$ cat src/rtl/uart_stream_pkg.sv
// Shared definitions for the UART <-> AXI-Stream bridge.
//   state_e : RX framing FSM states
//   CNT_W   : width of the saturating statistics counters
//   sat_inc : saturating increment helper for those counters
package uart_stream_pkg;

    typedef enum logic [1:0] {
        ST_IDLE,
        ST_DATA,
        ST_TRAILER,
        ST_DROP
    } state_e;

    localparam int CNT_W = 16;

    function automatic logic [CNT_W-1:0] sat_inc(input logic [CNT_W-1:0] v, input logic en);
        return (en && (v != '1)) ? v + 1'b1 : v;
    endfunction

endpackage

$ cat src/rtl/uart_stream_tx.sv
// TX half of the bridge: accepts one AXIS beat at a time and turns it into a
// single-cycle byte strobe for the UART transmitter.
// Ports:
//   clk, rstn        clock, async active-low reset
//   s_axis_tdata/
//   s_axis_tvalid/
//   s_axis_tready    AXIS sink (tready is registered)
//   tx_busy          UART transmitter busy
//   tx_dvalid/
//   tx_data          one-cycle byte strobe and byte to the UART
module uart_stream_tx #(
    parameter int DATA_W = 8
) (
    input  logic              clk,
    input  logic              rstn,
    input  logic [DATA_W-1:0] s_axis_tdata,
    input  logic              s_axis_tvalid,
    output logic              s_axis_tready,
    input  logic              tx_busy,
    output logic              tx_dvalid,
    output logic [DATA_W-1:0] tx_data
);

    logic              rdy_q;
    logic              vld_q;
    logic [DATA_W-1:0] data_q;
    logic              hs;

    assign hs = s_axis_tvalid & rdy_q;

    // Ready drops for the handshake cycle and the strobe cycle, so a new byte
    // can never be offered to the UART before it has had a chance to go busy.
    always_ff @(posedge clk or negedge rstn) begin
        if (!rstn) begin
            rdy_q  <= 1'b0;
            vld_q  <= 1'b0;
            data_q <= '0;
        end else begin
            rdy_q <= ~tx_busy & ~vld_q & ~hs;
            vld_q <= hs;
            if (hs) data_q <= s_axis_tdata;
        end
    end

    assign s_axis_tready = rdy_q;
    assign tx_dvalid     = vld_q;
    assign tx_data       = data_q;

endmodule

$ cat src/rtl/uart_stream_bridge.sv
// UART byte core <-> AXI-Stream bridge.
// RX: frames received bytes into packets closed by a programmable idle
// timeout or a maximum payload length, appends a big-endian length trailer
// (payload + LEN_BYTES) and flags overruns in tuser on the final beat.
// TX: handled by uart_stream_tx.
// Ports:
//   clk, rstn                    clock, async active-low reset
//   cfg_idle_ticks               idle cycles that close a packet (0 acts as 1)
//   tdest                        registered onto m_axis_tdest
//   s_axis_*                     TX stream in (tlast/tkeep ignored)
//   m_axis_*                     RX stream out, single registered beat
//   tx_busy/tx_dvalid/tx_data    UART transmit side
//   rx_dvalid/rx_data            UART receive side
//   data_afull/pkt_afull         downstream FIFOs almost full -> drop packet
//   pkt_length/pkt_length_push   total length of last completed packet
//   drop_cnt/ovr_cnt/pkt_cnt     saturating statistics
// Build option: define UART_STREAM_BRIDGE_STATS_EN to instantiate the
// statistics counters; otherwise they read as 0.
module uart_stream_bridge
    import uart_stream_pkg::*;
#(
    parameter int DATA_W    = 8,
    parameter int LEN_BYTES = 4,
    parameter int LEN_W     = 32,
    parameter int MAX_PKT   = 1024,
    parameter int ID_W      = 5,
    parameter int DEST_W    = 5,
    parameter int TMO_W     = 16
) (
    input  logic              clk,
    input  logic              rstn,
    input  logic [TMO_W-1:0]  cfg_idle_ticks,
    input  logic [DEST_W-1:0] tdest,
    input  logic [DATA_W-1:0] s_axis_tdata,
    input  logic              s_axis_tvalid,
    output logic              s_axis_tready,
    input  logic              s_axis_tlast,
    input  logic              s_axis_tkeep,
    output logic [DATA_W-1:0] m_axis_tdata,
    output logic              m_axis_tvalid,
    input  logic              m_axis_tready,
    output logic              m_axis_tlast,
    output logic              m_axis_tkeep,
    output logic [ID_W-1:0]   m_axis_tid,
    output logic [DEST_W-1:0] m_axis_tdest,
    output logic              m_axis_tuser,
    input  logic              tx_busy,
    output logic              tx_dvalid,
    output logic [DATA_W-1:0] tx_data,
    input  logic              rx_dvalid,
    input  logic [DATA_W-1:0] rx_data,
    input  logic              data_afull,
    input  logic              pkt_afull,
    output logic [LEN_W-1:0]  pkt_length,
    output logic              pkt_length_push,
    output logic [CNT_W-1:0]  drop_cnt,
    output logic [CNT_W-1:0]  ovr_cnt,
    output logic [CNT_W-1:0]  pkt_cnt
);

    state_e            state_q, state_d;
    logic [DATA_W-1:0] tdata_q, tdata_d;
    logic              tvalid_q, tvalid_d, tlast_q, tlast_d, tuser_q, tuser_d;
    logic [ID_W-1:0]   tid_q, tid_d;
    logic [DEST_W-1:0] tdest_q;
    logic [LEN_W-1:0]  len_q, len_d, plen_q, plen_d;
    logic              push_q, push_d;
    logic [TMO_W-1:0]  idle_q, idle_d, thr;
    logic              ovr_q, ovr_d;
    logic [2:0]        tbeat_q, tbeat_d;
    logic              drop_inc, ovr_inc, pkt_inc;
    logic              hs, free_slot;
    logic [LEN_W-1:0]  tot;
    logic [7:0]        tbyte;
    logic              unused_tx;

    assign unused_tx = s_axis_tlast ^ s_axis_tkeep;

    assign thr       = (cfg_idle_ticks == '0) ? TMO_W'(1) : cfg_idle_ticks;
    assign hs        = tvalid_q & m_axis_tready;
    assign free_slot = ~tvalid_q | hs;
    assign tot       = len_q + LEN_W'(LEN_BYTES);
    // Trailer beat tbeat_q carries byte (LEN_BYTES-1-tbeat_q) of tot: MSB first.
    assign tbyte     = 8'(tot >> (8 * (LEN_BYTES - 1 - int'(tbeat_q))));

    always_comb begin
        state_d  = state_q;
        tdata_d  = tdata_q;
        tvalid_d = tvalid_q & ~hs;
        tlast_d  = tlast_q;
        tuser_d  = tuser_q;
        tid_d    = tid_q;
        len_d    = len_q;
        plen_d   = plen_q;
        push_d   = 1'b0;
        idle_d   = '0;
        ovr_d    = ovr_q;
        tbeat_d  = tbeat_q;
        drop_inc = 1'b0;
        ovr_inc  = 1'b0;
        pkt_inc  = 1'b0;
        unique case (state_q)
            ST_IDLE: begin
                if (rx_dvalid) begin
                    if (data_afull || pkt_afull) begin
                        state_d = ST_DROP;
                    end else begin
                        state_d  = ST_DATA;
                        tdata_d  = rx_data;
                        tvalid_d = 1'b1;
                        tlast_d  = 1'b0;
                        tuser_d  = 1'b0;
                        len_d    = LEN_W'(1);
                    end
                end
            end
            ST_DATA: begin
                idle_d = rx_dvalid ? '0 : idle_q + 1'b1;
                if (rx_dvalid) begin
                    if (free_slot) begin
                        tdata_d  = rx_data;
                        tvalid_d = 1'b1;
                        len_d    = len_q + 1'b1;
                    end else begin
                        ovr_d   = 1'b1;
                        ovr_inc = 1'b1;
                    end
                end
                if ((idle_d == thr) ||
                    (rx_dvalid && free_slot && (len_d == LEN_W'(MAX_PKT)))) begin
                    state_d = ST_TRAILER;
                    tbeat_d = '0;
                end
            end
            ST_TRAILER: begin
                // Late bytes are counted but never tag the packet being closed.
                ovr_inc = rx_dvalid;
                if (tvalid_q && tlast_q) begin
                    if (hs) begin
                        state_d = ST_IDLE;
                        tlast_d = 1'b0;
                        tuser_d = 1'b0;
                        push_d  = 1'b1;
                        plen_d  = tot;
                        tid_d   = tid_q + 1'b1;
                        pkt_inc = 1'b1;
                        ovr_d   = 1'b0;
                    end
                end else if (free_slot) begin
                    // A still-pending payload beat drains before the first trailer beat.
                    tdata_d  = DATA_W'(tbyte);
                    tvalid_d = 1'b1;
                    tlast_d  = (tbeat_q == 3'(LEN_BYTES - 1));
                    tuser_d  = tlast_d & ovr_q;
                    tbeat_d  = tbeat_q + 1'b1;
                end
            end
            ST_DROP: begin
                idle_d = rx_dvalid ? '0 : idle_q + 1'b1;
                if (idle_d == thr) begin
                    state_d  = ST_IDLE;
                    drop_inc = 1'b1;
                end
            end
            default: state_d = ST_IDLE;
        endcase
    end

    always_ff @(posedge clk or negedge rstn) begin
        if (!rstn) begin
            state_q  <= ST_IDLE;
            tdata_q  <= '0;
            tvalid_q <= 1'b0;
            tlast_q  <= 1'b0;
            tuser_q  <= 1'b0;
            tid_q    <= '0;
            tdest_q  <= '0;
            len_q    <= '0;
            plen_q   <= '0;
            push_q   <= 1'b0;
            idle_q   <= '0;
            ovr_q    <= 1'b0;
            tbeat_q  <= '0;
        end else begin
            state_q  <= state_d;
            tdata_q  <= tdata_d;
            tvalid_q <= tvalid_d;
            tlast_q  <= tlast_d;
            tuser_q  <= tuser_d;
            tid_q    <= tid_d;
            tdest_q  <= tdest;
            len_q    <= len_d;
            plen_q   <= plen_d;
            push_q   <= push_d;
            idle_q   <= idle_d;
            ovr_q    <= ovr_d;
            tbeat_q  <= tbeat_d;
        end
    end

    assign m_axis_tdata    = tdata_q;
    assign m_axis_tvalid   = tvalid_q;
    assign m_axis_tlast    = tlast_q;
    assign m_axis_tkeep    = tvalid_q;
    assign m_axis_tid      = tid_q;
    assign m_axis_tdest    = tdest_q;
    assign m_axis_tuser    = tuser_q;
    assign pkt_length      = plen_q;
    assign pkt_length_push = push_q;

`ifdef UART_STREAM_BRIDGE_STATS_EN
    logic [CNT_W-1:0] drop_q, ovrc_q, pkt_q;

    always_ff @(posedge clk or negedge rstn) begin
        if (!rstn) begin
            drop_q <= '0;
            ovrc_q <= '0;
            pkt_q  <= '0;
        end else begin
            drop_q <= sat_inc(drop_q, drop_inc);
            ovrc_q <= sat_inc(ovrc_q, ovr_inc);
            pkt_q  <= sat_inc(pkt_q, pkt_inc);
        end
    end

    assign drop_cnt = drop_q;
    assign ovr_cnt  = ovrc_q;
    assign pkt_cnt  = pkt_q;
`else
    logic unused_stats;
    assign unused_stats = ^{drop_inc, ovr_inc, pkt_inc};
    assign drop_cnt = '0;
    assign ovr_cnt  = '0;
    assign pkt_cnt  = '0;
`endif

    uart_stream_tx #(.DATA_W(DATA_W)) u_tx (
        .clk           (clk),
        .rstn          (rstn),
        .s_axis_tdata  (s_axis_tdata),
        .s_axis_tvalid (s_axis_tvalid),
        .s_axis_tready (s_axis_tready),
        .tx_busy       (tx_busy),
        .tx_dvalid     (tx_dvalid),
        .tx_data       (tx_data)
    );

endmodule

$ cat config.mk
export PLATFORM = sky130hd
export DESIGN_NAME = uart_stream_bridge
export DESIGN_NICKNAME = d
export VERILOG_FILES = /design/src/rtl/uart_stream_pkg.sv /design/src/rtl/uart_stream_tx.sv /design/src/rtl/uart_stream_bridge.sv
export SDC_FILE = /design/constraint.sdc
export NUM_CORES = 1
export LEC_CHECK = 0
export ABC_CLOCK_PERIOD_IN_PS = 5200
export BUFFER_PORTS_ARGS = -buffer_cell sky130_fd_sc_hd__buf_2
export CAP_MARGIN = 20
export CORE_MARGIN = 1.5
export CORE_UTILIZATION = 60
export CTS_BUF_LIST = sky130_fd_sc_hd__clkbuf_8 sky130_fd_sc_hd__clkbuf_16
export CTS_CLUSTER_DIAMETER = 50
export DETAILED_ROUTE_END_ITERATION = 12
export PLACE_DENSITY = 0.87
export SETUP_SLACK_MARGIN = 0.4
export SLEW_MARGIN = 20
export SYNTH_ARGS = -nofsm -noshare
export SYNTH_HDL_FRONTEND = slang
export SYNTH_SLANG_ARGS = --single-unit
$ cat constraint.sdc
create_clock -name clk -period 5.2 [get_ports clk]
set_input_delay 0.78 -clock clk [delete_from_list [all_inputs] [get_ports clk]]
set_output_delay 0.78 -clock clk [all_outputs]
set_load 0.01 [all_outputs]
# After elaboration in Yosys (flattened, before gate mapping)
# Index checks and enable logic that the tools add are counted.
# totals
register_bits	118
output_inout_bits	113
# op_classes
n_addsub	6
n_eq_ne	19
shifts	1
muxes	49
n_bitwise	12
n_reduce_logical	19
# ops
op	n
32-bit two-way mux	5
32-bit case mux with 2 select lines	1
16-bit two-way mux	3
8-bit two-way mux	6
32-bit by 1-bit adder with 32-bit output (second input constant)	1
32-bit by 3-bit adder with 32-bit output (second input constant)	1
32-bit by 11-bit equality test with 1-bit output (second input constant)	1
32-bit by 32-bit >> shifter with 8-bit output	1
8-bit case mux with 3 select lines	1
2-bit inequality test (second input constant)	11
1-bit two-way mux	18
16-bit by 1-bit adder with 16-bit output (second input constant)	1
16-bit equality test	1
16-bit zero test	1
5-bit AND reduction	3
2-bit two-way mux	6
3-bit two-way mux	3
2-bit case mux with 4 select lines	1
7-bit AND reduction	1
1-bit bitwise AND	6
3-bit inequality test (second input constant)	2
1-bit case mux with 2 select lines	3
3-bit case mux with 2 select lines	1
3-bit AND reduction	2
16 further kinds	26

# Logic depth before layout (Yosys ltp)
# Gate-level depths: netlist of the first run.
# logic_depth
depth_word	10
ltp_mapped	11
depth_no_buf	9

# Hierarchy
# Synthesis of the first run repeated with hierarchy kept, for this count alone.
# hier_totals
cells_unflattened	804
area_unflattened_um2	7380.8
# by_module_without_submodules
mod	instances	cells_each	area_each_um2
uart_stream_bridge	1	783	6976.7
uart_stream_tx	1	21	404.1

# Worst setup path after synthesis of the first run
# Ideal clock, no wire load.
# synth_path
path_kind	input to register
from	input port m_axis_tready
to	register state_q[0]
setup_ns	0.134
t_arrival_ns	2.970
t_required_ns	5.066
setup_slack_ns	2.095
path_stages	10
path_cell_list	nor2b_1 > buf_2 > or3_1 > clkbuf_1 > o31a_1 > or4b_4 > a2111oi_2 > nand4_1 > o221ai_1 > o31ai_1
# synth_via
elab_chain_len	10
# synth_rtl
element	line_no	source
from (decl)	uart_stream_bridge.sv:41	input logic m_axis_tready,
1-bit bitwise AND *	uart_stream_bridge.sv:80	assign hs = tvalid_q & m_axis_tready;
1-bit bitwise OR	uart_stream_bridge.sv:81	assign free_slot = ~tvalid_q | hs;
32-bit two-way mux	uart_stream_bridge.sv:120	if (free_slot) begin
32-bit two-way mux	uart_stream_bridge.sv:119	if (rx_dvalid) begin
32-bit two-way mux	uart_stream_bridge.sv:102	unique case (state_q)
32-bit by 11-bit equality test with 1-bit output	uart_stream_bridge.sv:130	(rx_dvalid && free_slot && (len_d == LEN_W'(MAX_PKT)))) begin
1-bit logical AND	uart_stream_bridge.sv:130	
1-bit logical OR	uart_stream_bridge.sv:129	if ((idle_d == thr) ||
2-bit inequality test (no line)	--	
5-bit AND reduction (no line) *	--	
to (signal assigned)	uart_stream_bridge.sv:185	state_q <= state_d;
to (decl)	uart_stream_bridge.sv:61	state_e state_q, state_d;
# Mark *: on every way between the ends. The rest lies on a longest branch, timed or not. The select of a mux whose other input is x is not followed.
# A chain may end at the register's enable or synchronous reset.

# Final worst setup path of the first run
# layout_path
from	input port rx_dvalid
to	register state_q[1]
# layout_via
elab_chain_len	7
# layout_rtl
element	line_no	source
from (decl)	uart_stream_bridge.sv:50	input logic rx_dvalid,
32-bit two-way mux	uart_stream_bridge.sv:119	
32-bit two-way mux	uart_stream_bridge.sv:102	
32-bit by 11-bit equality test with 1-bit output	uart_stream_bridge.sv:130	
1-bit logical AND	uart_stream_bridge.sv:130	
1-bit logical OR	uart_stream_bridge.sv:129	
2-bit inequality test (no line)	--	
5-bit AND reduction (no line) *	--	
# Marked as above.

==> flow_summary_export.csv, run 1 <==
group,metric,value,unit
status,status,"finished clean",
timing,fin_setup_tns,0,ns
critical_path,endpoint,"state_q[1]$_DFFE_PN0P_",
pwr,p_per_area,350,mW/mm²
timing,drv_slew,0,
clocking,htree_levels,4,
clocking,cts.sink_count,118,
clocking,clkLatencyLatePin,0.42,ns
finish,syn_to_final_growth,12.3,%
critical_path,worstReg2RegStart,"len_q[2]$_DFFE_PN0P_",
clocking,post_cts_resized,0,
drt,wire_per_inst,18.0,µm
drt,ant_nets,0,
synthesis,synth_fa_ha_area_share,1.01,%
critical_path,slowest_delay,0.63,ns
drt,drt_iter0_drc,753,
global_routing,grt_antenna_before_repair,0,
timing,hold_ws,0.400,ns
critical_path,crit_start,"rx_dvalid",
flow_run,maxCapViolations,0,
finish,antenna_cells,0,
critical_path,start_kind,"input port",
drt,wl,20.3,mm
clocking,postCtsSetupBuffers,0,
synthesis,synth_cells,871,
global_routing,grt_max_degree,82,
place,io_buffers,109,
drt,drc,0,
drt,vias,6989,
clocking,hold_buffers,0,
synthesis,ys.flop_type,"dfrtp_1",
finish,final_common_cell,"dfrtp_1",
die,initial_core_util,61.9,%
critical_path,worstPathArrival,3.99,ns
finish,fin_area,0.00839,mm²
place,placed_area,0.00784,mm²
global_routing,grt_pass1_wl,32.3,mm
synthesis,synth_compound_area_share,16.0,%
synthesis,synth_xor_area_share,6.17,%
global_routing,grt_overflow,0,
critical_path,path_cells,"buf_2 > nand2_1 > or3_1 > nor3_2 > nand3_1 > a2111oi_0 > nand4_1 > o211ai_2 > nor3b_2",
timing,max-slew-margin-rel,32.6,%
clocking,cts-root-buf,"clkbuf_16",
drt,via_per_inst,6.22,
critical_path,r2r_cells,8,
clocking,cts_tree,"yes",
synthesis,synth-edff-count,0,
critical_path,crit_path_end_kind,"flip-flop",
timing,clock_skew,0.00788,ns
synthesis,synth-seq-cells,118,
timing,setup-violations-final,0,
synthesis,yosys.area.top_type,"dfrtp_1",
synthesis,synth_area_leaders,"dfrtp_1, o21ai_0, buf_4",
finish,layout_common_cells,"dfrtp_1, buf_2, nand2_1",
synthesis,yosys.area.top_type_share,39.5,%
die,rows,40,
drt,first_pass_iters,6,
timing,fmax,274,MHz
place,dpl.hpwl,14.4,mm
synthesis,ys_async_sr_fraction,100,%
die,fp.dieH,115,µm
finish,layout-drive-gt1-share,19.0,%
critical_path,slowest_stage,"nor3_2",
critical_path,r2r-end,"state_q[1]$_DFFE_PN0P_",
critical_path,rrSetupSlack,1.57,ns
timing,fin_crit_sh,70.2,%
die,io_pins,160,
synthesis,ys_seq_area_share,39.5,%
synthesis,ys_types,71,
global_routing,grt_pass1_vias,6189,
pwr,leakage,3.60,nW
synthesis,netlist_area,0.00747,mm²
clocking,cts_made_buffers,17,
pwr,ir_drop,206,µV
synthesis,synth_top_family_by_area,"simple AND/OR/NAND/NOR gates",
synthesis,synthMuxAreaShare,4.36,%
synthesis,syn_area_per_cell,8.57,µm²
timing,rsz0062_at_grt,"no",
finish,final_nets,997,
critical_path,path_class,"in -> reg",
die,core,0.0121,mm²
synthesis,synth_warnings,0,
timing,tightestPinTransition,1.01,ns
timing,hold_violations,0,
timing,final.min_clock_period,3.65,ns
clocking,clkTransAtPathRegs,0.06,ns
global_routing,track_usage,31.8,%
clocking,clk_path_buf_depth,2,
critical_path,worstPathMaxFanout,22,
critical_path,cp.required,5.54,ns
die,fp.dieArea,0.0131,mm²
die,die-width,115,µm
place,place.gp.congestion,0.966,
min_path,holdCritPathClass,"in -> async",
synthesis,synth_simple_gate_area_share,23.3,%
## cell families (layout without fill, tap and decap cells)
| kind of cell | after synthesis | count (layout) |
|---|---|---|
| xor+xnor | 51 | 51 |
| fa+ha+maj | 6 | 6 |
| buf+inv | 133 | 170 |
| other cells | 1 | 48 |
| simple gates | 350 | 350 |
| compound gates | 192 | 192 |
| flops | 118 | 118 |
| mux | 20 | 20 |
## stage by stage
stage	setup WS, ns	instances	total power [mW]	util [%]
finish	1.55	1123	2.93	69.5
global route	1.42	1123	3.08	69.5
detailed placement	1.26	1093	1.84	65.0
floorplan	2.10	918	1.63	-
global placement	1.35	1093	1.81	65.0
CTS	1.66	1123	2.93	69.5
## layer usage
metal / vias up / track usage (%) / part of all wire [%]
li1: 3195 / - / -
met1: 3279 / 43.0 / 40
met2: 454 / 49.9 / 47
met3: 61 / 7.36 / 10
met4: 0 / 12.3 / 2.7
met5: - / 0 / 0
## where the power goes
part	internal [mW]	switching (mW)
combinational	0.261	0.414
sequential	1.04	0.139
clock	0.661	0.419
## sequential cells by signal (all words and copies together) (netlist names), 2 cells and up
name          count
len_q            32
pkt_length       32
idle_q           16
m_axis_tdata      8
u_tx.tx_data      8
m_axis_tdest      5
m_axis_tid        5
tbeat_q           3
state_q           2
## cells in the mapped netlist, drive strengths merged (2+ instances only)
master / n
clkbuf: 44
ha: 6
o211ai: 3
inv: 23
mux2: 10
o41ai: 4
nor3b: 2
nand4: 25
or3: 16
o31a: 5
and3: 8
xnor2: 41
o2111ai: 5
o32a: 2
nor4: 26
a211oi: 3
a311oi: 3
o32ai: 2
dfrtp: 118
nand2b: 5
nor2: 74
nor2b: 2
nand3: 42
a21oi: 39
and2: 4
mux4: 9
a41oi: 2
xor2: 9
a21boi: 3
or4: 4
buf: 65
nand2: 102
nor3: 22
o21a: 2
a2111oi: 3
a22oi: 4
o31ai: 14
and4: 9
o311a: 2
o21ai: 82
a31oi: 5
or2: 5
## area by class of cell
type                            instances  area [µm²]
Clock buffer                           18         439
Clock inverter                         12         106
Fill cell                             938        3680
Inverter                               23        86.3
Multi-Input combinational cell        667        3980
Sequential cell                       118        2950
Tap cell                              168         210
Timing Repair Buffer                  117         612
## how the worst min path moves through the flow
stage,to,slack [ns],cells after the start,startpoint
after global placement,u_tx.s_axis_tready$_DFF_PN0_,0.42,1,u_tx.tx_dvalid$_DFF_PN0_
after detailed placement,u_tx.s_axis_tready$_DFF_PN0_,0.43,1,u_tx.tx_dvalid$_DFF_PN0_
final,idle_q[6]$_DFF_PN0_,0.40,1,rstn
after CTS,u_tx.s_axis_tready$_DFF_PN0_,0.45,1,u_tx.tx_dvalid$_DFF_PN0_
after global routing,m_axis_tdest[1]$_DFF_PN0_,0.45,1,tdest[1]
after floorplan,ovr_q$_DFFE_PN0P_,0.46,2,ovr_q$_DFFE_PN0P_
## critical path: cells and delay by family
kind,cells,cell delay [ns]
AOI/OAI and AO/OA,2,0.72
buffers and inverters,1,0.35
and+or+nand+nor,6,2.13
No activity file was read; power rests on OpenSTA's default activity.
==> run 2, diff against run 1 <==
--- a/config.mk
+++ b/config.mk
@@ -5,15 +5,15 @@
 export SDC_FILE = /design/constraint.sdc
 export NUM_CORES = 1
 export LEC_CHECK = 0
-export ABC_CLOCK_PERIOD_IN_PS = 5200
+export ABC_CLOCK_PERIOD_IN_PS = 3540
 export BUFFER_PORTS_ARGS = -buffer_cell sky130_fd_sc_hd__buf_2
 export CAP_MARGIN = 20
 export CORE_MARGIN = 1.5
-export CORE_UTILIZATION = 60
+export CORE_UTILIZATION = 56
 export CTS_BUF_LIST = sky130_fd_sc_hd__clkbuf_8 sky130_fd_sc_hd__clkbuf_16
 export CTS_CLUSTER_DIAMETER = 50
 export DETAILED_ROUTE_END_ITERATION = 12
-export PLACE_DENSITY = 0.87
+export PLACE_DENSITY = 0.82
 export SETUP_SLACK_MARGIN = 0.4
 export SLEW_MARGIN = 20
 export SYNTH_ARGS = -nofsm -noshare
==> constraint.sdc (replaced) <==
create_clock -name clk -period 3.54 [get_ports clk]
set_input_delay 0.531 -clock clk [delete_from_list [all_inputs] [get_ports clk]]
set_output_delay 0.531 -clock clk [all_outputs]
set_load 0.01 [all_outputs]
==> flow_summary_export.csv, run 2 (same netlist as run 1, synthesis figures left out) <==
group,metric,value,unit
timing,hold_violations,0,
pwr,clock_power_share,39.2,%
timing,fmax,333,MHz
finish,fill_cells,1044,
pwr,power_frac_seq,38.0,%
finish,layout-drive-gt1-share,23.9,%
die,core,0.0131,mm²
place,place.gp.congestion,1.01,
clocking,clk_path_buf_depth,2,
timing,fin_setup_tns,0,ns
clocking,clkLatencyLatePin,0.42,ns
timing,drv_slew,0,
die,fp.dieH,118,µm
place,dp_cells,1139,
critical_path,crit_path_end_kind,"flip-flop",
drt,wire_per_inst,18.9,µm
finish,post-route-util,67.2,%
finish,antenna_cells,0,
pwr,ir_drop,282,µV
finish,multi_input_area,0.00403,mm²
critical_path,path_buf_inv,1,
pwr,pwr-share-comb,22.8,%
flow_run,maxCapViolations,0,
die,die-width,118,µm
global_routing,grt_pass1_wl,35.3,mm
global_routing,track_usage,32.2,%
pwr,leakage,3.84,nW
place,place_ws,0.400,ns
critical_path,worstPathMaxFanout,10,
status,status,"finished clean",
drt,drc,0,
drt,first_pass_iters,5,
critical_path,worstReg2RegStart,"m_axis_tkeep$_DFF_PN0_",
pwr,p_sw_share,34.5,%
die,initial_core_util,56.8,%
timing,max-slew-margin-rel,46.8,%
place,placed_area,0.00814,mm²
die,rows,42,
timing,clock_skew,0.00894,ns
place,dpl.hpwl,15.2,mm
die,io_pins,160,
drt,drt_iter0_drc,797,
timing,rsz0062_at_grt,"no",
timing,setup_ws,0.541,ns
pwr,cellInternalPower,2.99,mW
global_routing,grt_max_degree,61,
critical_path,start_kind,"flip-flop",
critical_path,cp.required,3.83,ns
timing,tightestPinTransition,0.798,ns
pwr,power_switching,1.57,mW
drt,ant_nets,0,
global_routing,grt_pass1_vias,6714,
finish,final_common_cell,"dfrtp_1",
clocking,clkTransAtPathRegs,0.06,ns
timing,setup-violations-final,0,
finish,seq_area,0.00296,mm²
critical_path,path_cells,"nor2b_2 > or3_4 > o31a_1 > or4b_4 > a2111oi_2 > nand4_1 > buf_4 > o221ai_1 > o31ai_1",
critical_path,crit_start,"m_axis_tkeep$_DFF_PN0_",
min_path,holdCritPathClass,"in -> async",
global_routing,grt_antenna_before_repair,0,
timing,hold_ws,0.189,ns
global_routing,grt_overflow,0,
clocking,htree_levels,4,
critical_path,path_class,"reg -> reg",
clocking,cts_tree,"yes",
drt,wl,22.2,mm
finish,final_nets,1038,
place,io_buffers,109,
pwr,power,4.57,mW
clocking,hold_buffers,0,
clocking,cts.sink_count,118,
clocking,cts_made_buffers,17,
drt,via_per_inst,6.19,
drt,vias,7263,
critical_path,slowest_delay,0.51,ns
critical_path,cp_top_family,"simple AND/OR/NAND/NOR gates",
finish,fin_cells,1174,
timing,final.min_clock_period,3.00,ns
finish,fin_area,0.00883,mm²
pwr,p_per_area,517,mW/mm²
critical_path,slowest_stage,"or4b_4",
critical_path,worstPathArrival,3.29,ns
finish,syn_to_final_growth,18.2,%
die,fp.dieArea,0.0140,mm²
finish,layout_common_cells,"dfrtp_1, buf_2, nand2_1",
clocking,cts-root-buf,"clkbuf_16",
timing,fin_crit_sh,84.7,%
-- run 2: cell count changes in the layout (fill, tap and decap cells not counted), sizes merged --
cell	delta
clkinv	-2
clkinvlp	-3
inv	+7
clkbuf	-1
buf	+41
bufinv	+1
-- run 2: layer usage --
| layer | GRT usage (%) | wire [µm] | up-vias |
|---|---|---|---|
| met2 | 50.4 | 10400 | 500 |
| li1 | - | - | 3271 |
| met3 | 7.67 | 2220 | 78 |
| met5 | 0 | 0 | - |
| met4 | 16.1 | 903 | 0 |
| met1 | 41.9 | 8730 | 3414 |
-- run 2: power groups by stage --
| stage | registers (mW) | clock network [mW] | logic [mW] |
|---|---|---|---|
| after global routing | 1.76 | 1.86 | 1.14 |
| final | 1.73 | 1.79 | 1.04 |
| after CTS | 1.73 | 1.80 | 1.03 |
| after detailed placement | 1.74 | 0 | 0.995 |
| after floorplan | 1.72 | 0 | 0.667 |
| after global placement | 1.72 | 0 | 0.968 |
-- run 2: worst paths after layout --
path,endpoint,cells after the start,slack [ns]
max reg2reg,state_q[0]$_DFFE_PN0P_,9,0.54
min,idle_q[5]$_DFF_PN0_,1,0.19
min in group clk,m_axis_tdest[4]$_DFF_PN0_,1,0.21
max,state_q[0]$_DFFE_PN0P_,9,0.54
min reg2reg,u_tx.s_axis_tready$_DFF_PN0_,1,0.47
max in group asynchronous,pkt_length[14]$_DFFE_PN0P_,2,2.56
-- run 2: final cells by class --
cell class | count | area share [%]
multi-input combinational | 667 | 45.6
clock buffer | 17 | 4.82
tap | 176 | 2.49
clock inverter | 15 | 2.07
timing repair buffer | 158 | 10.5
sequential | 118 | 33.5
inverter | 23 | 0.978
-- run 2: what timing repair did --
item	in CTS	in global routing
setup endpoints to repair	0	8
setup buffers	0	3
resized for setup	0	17
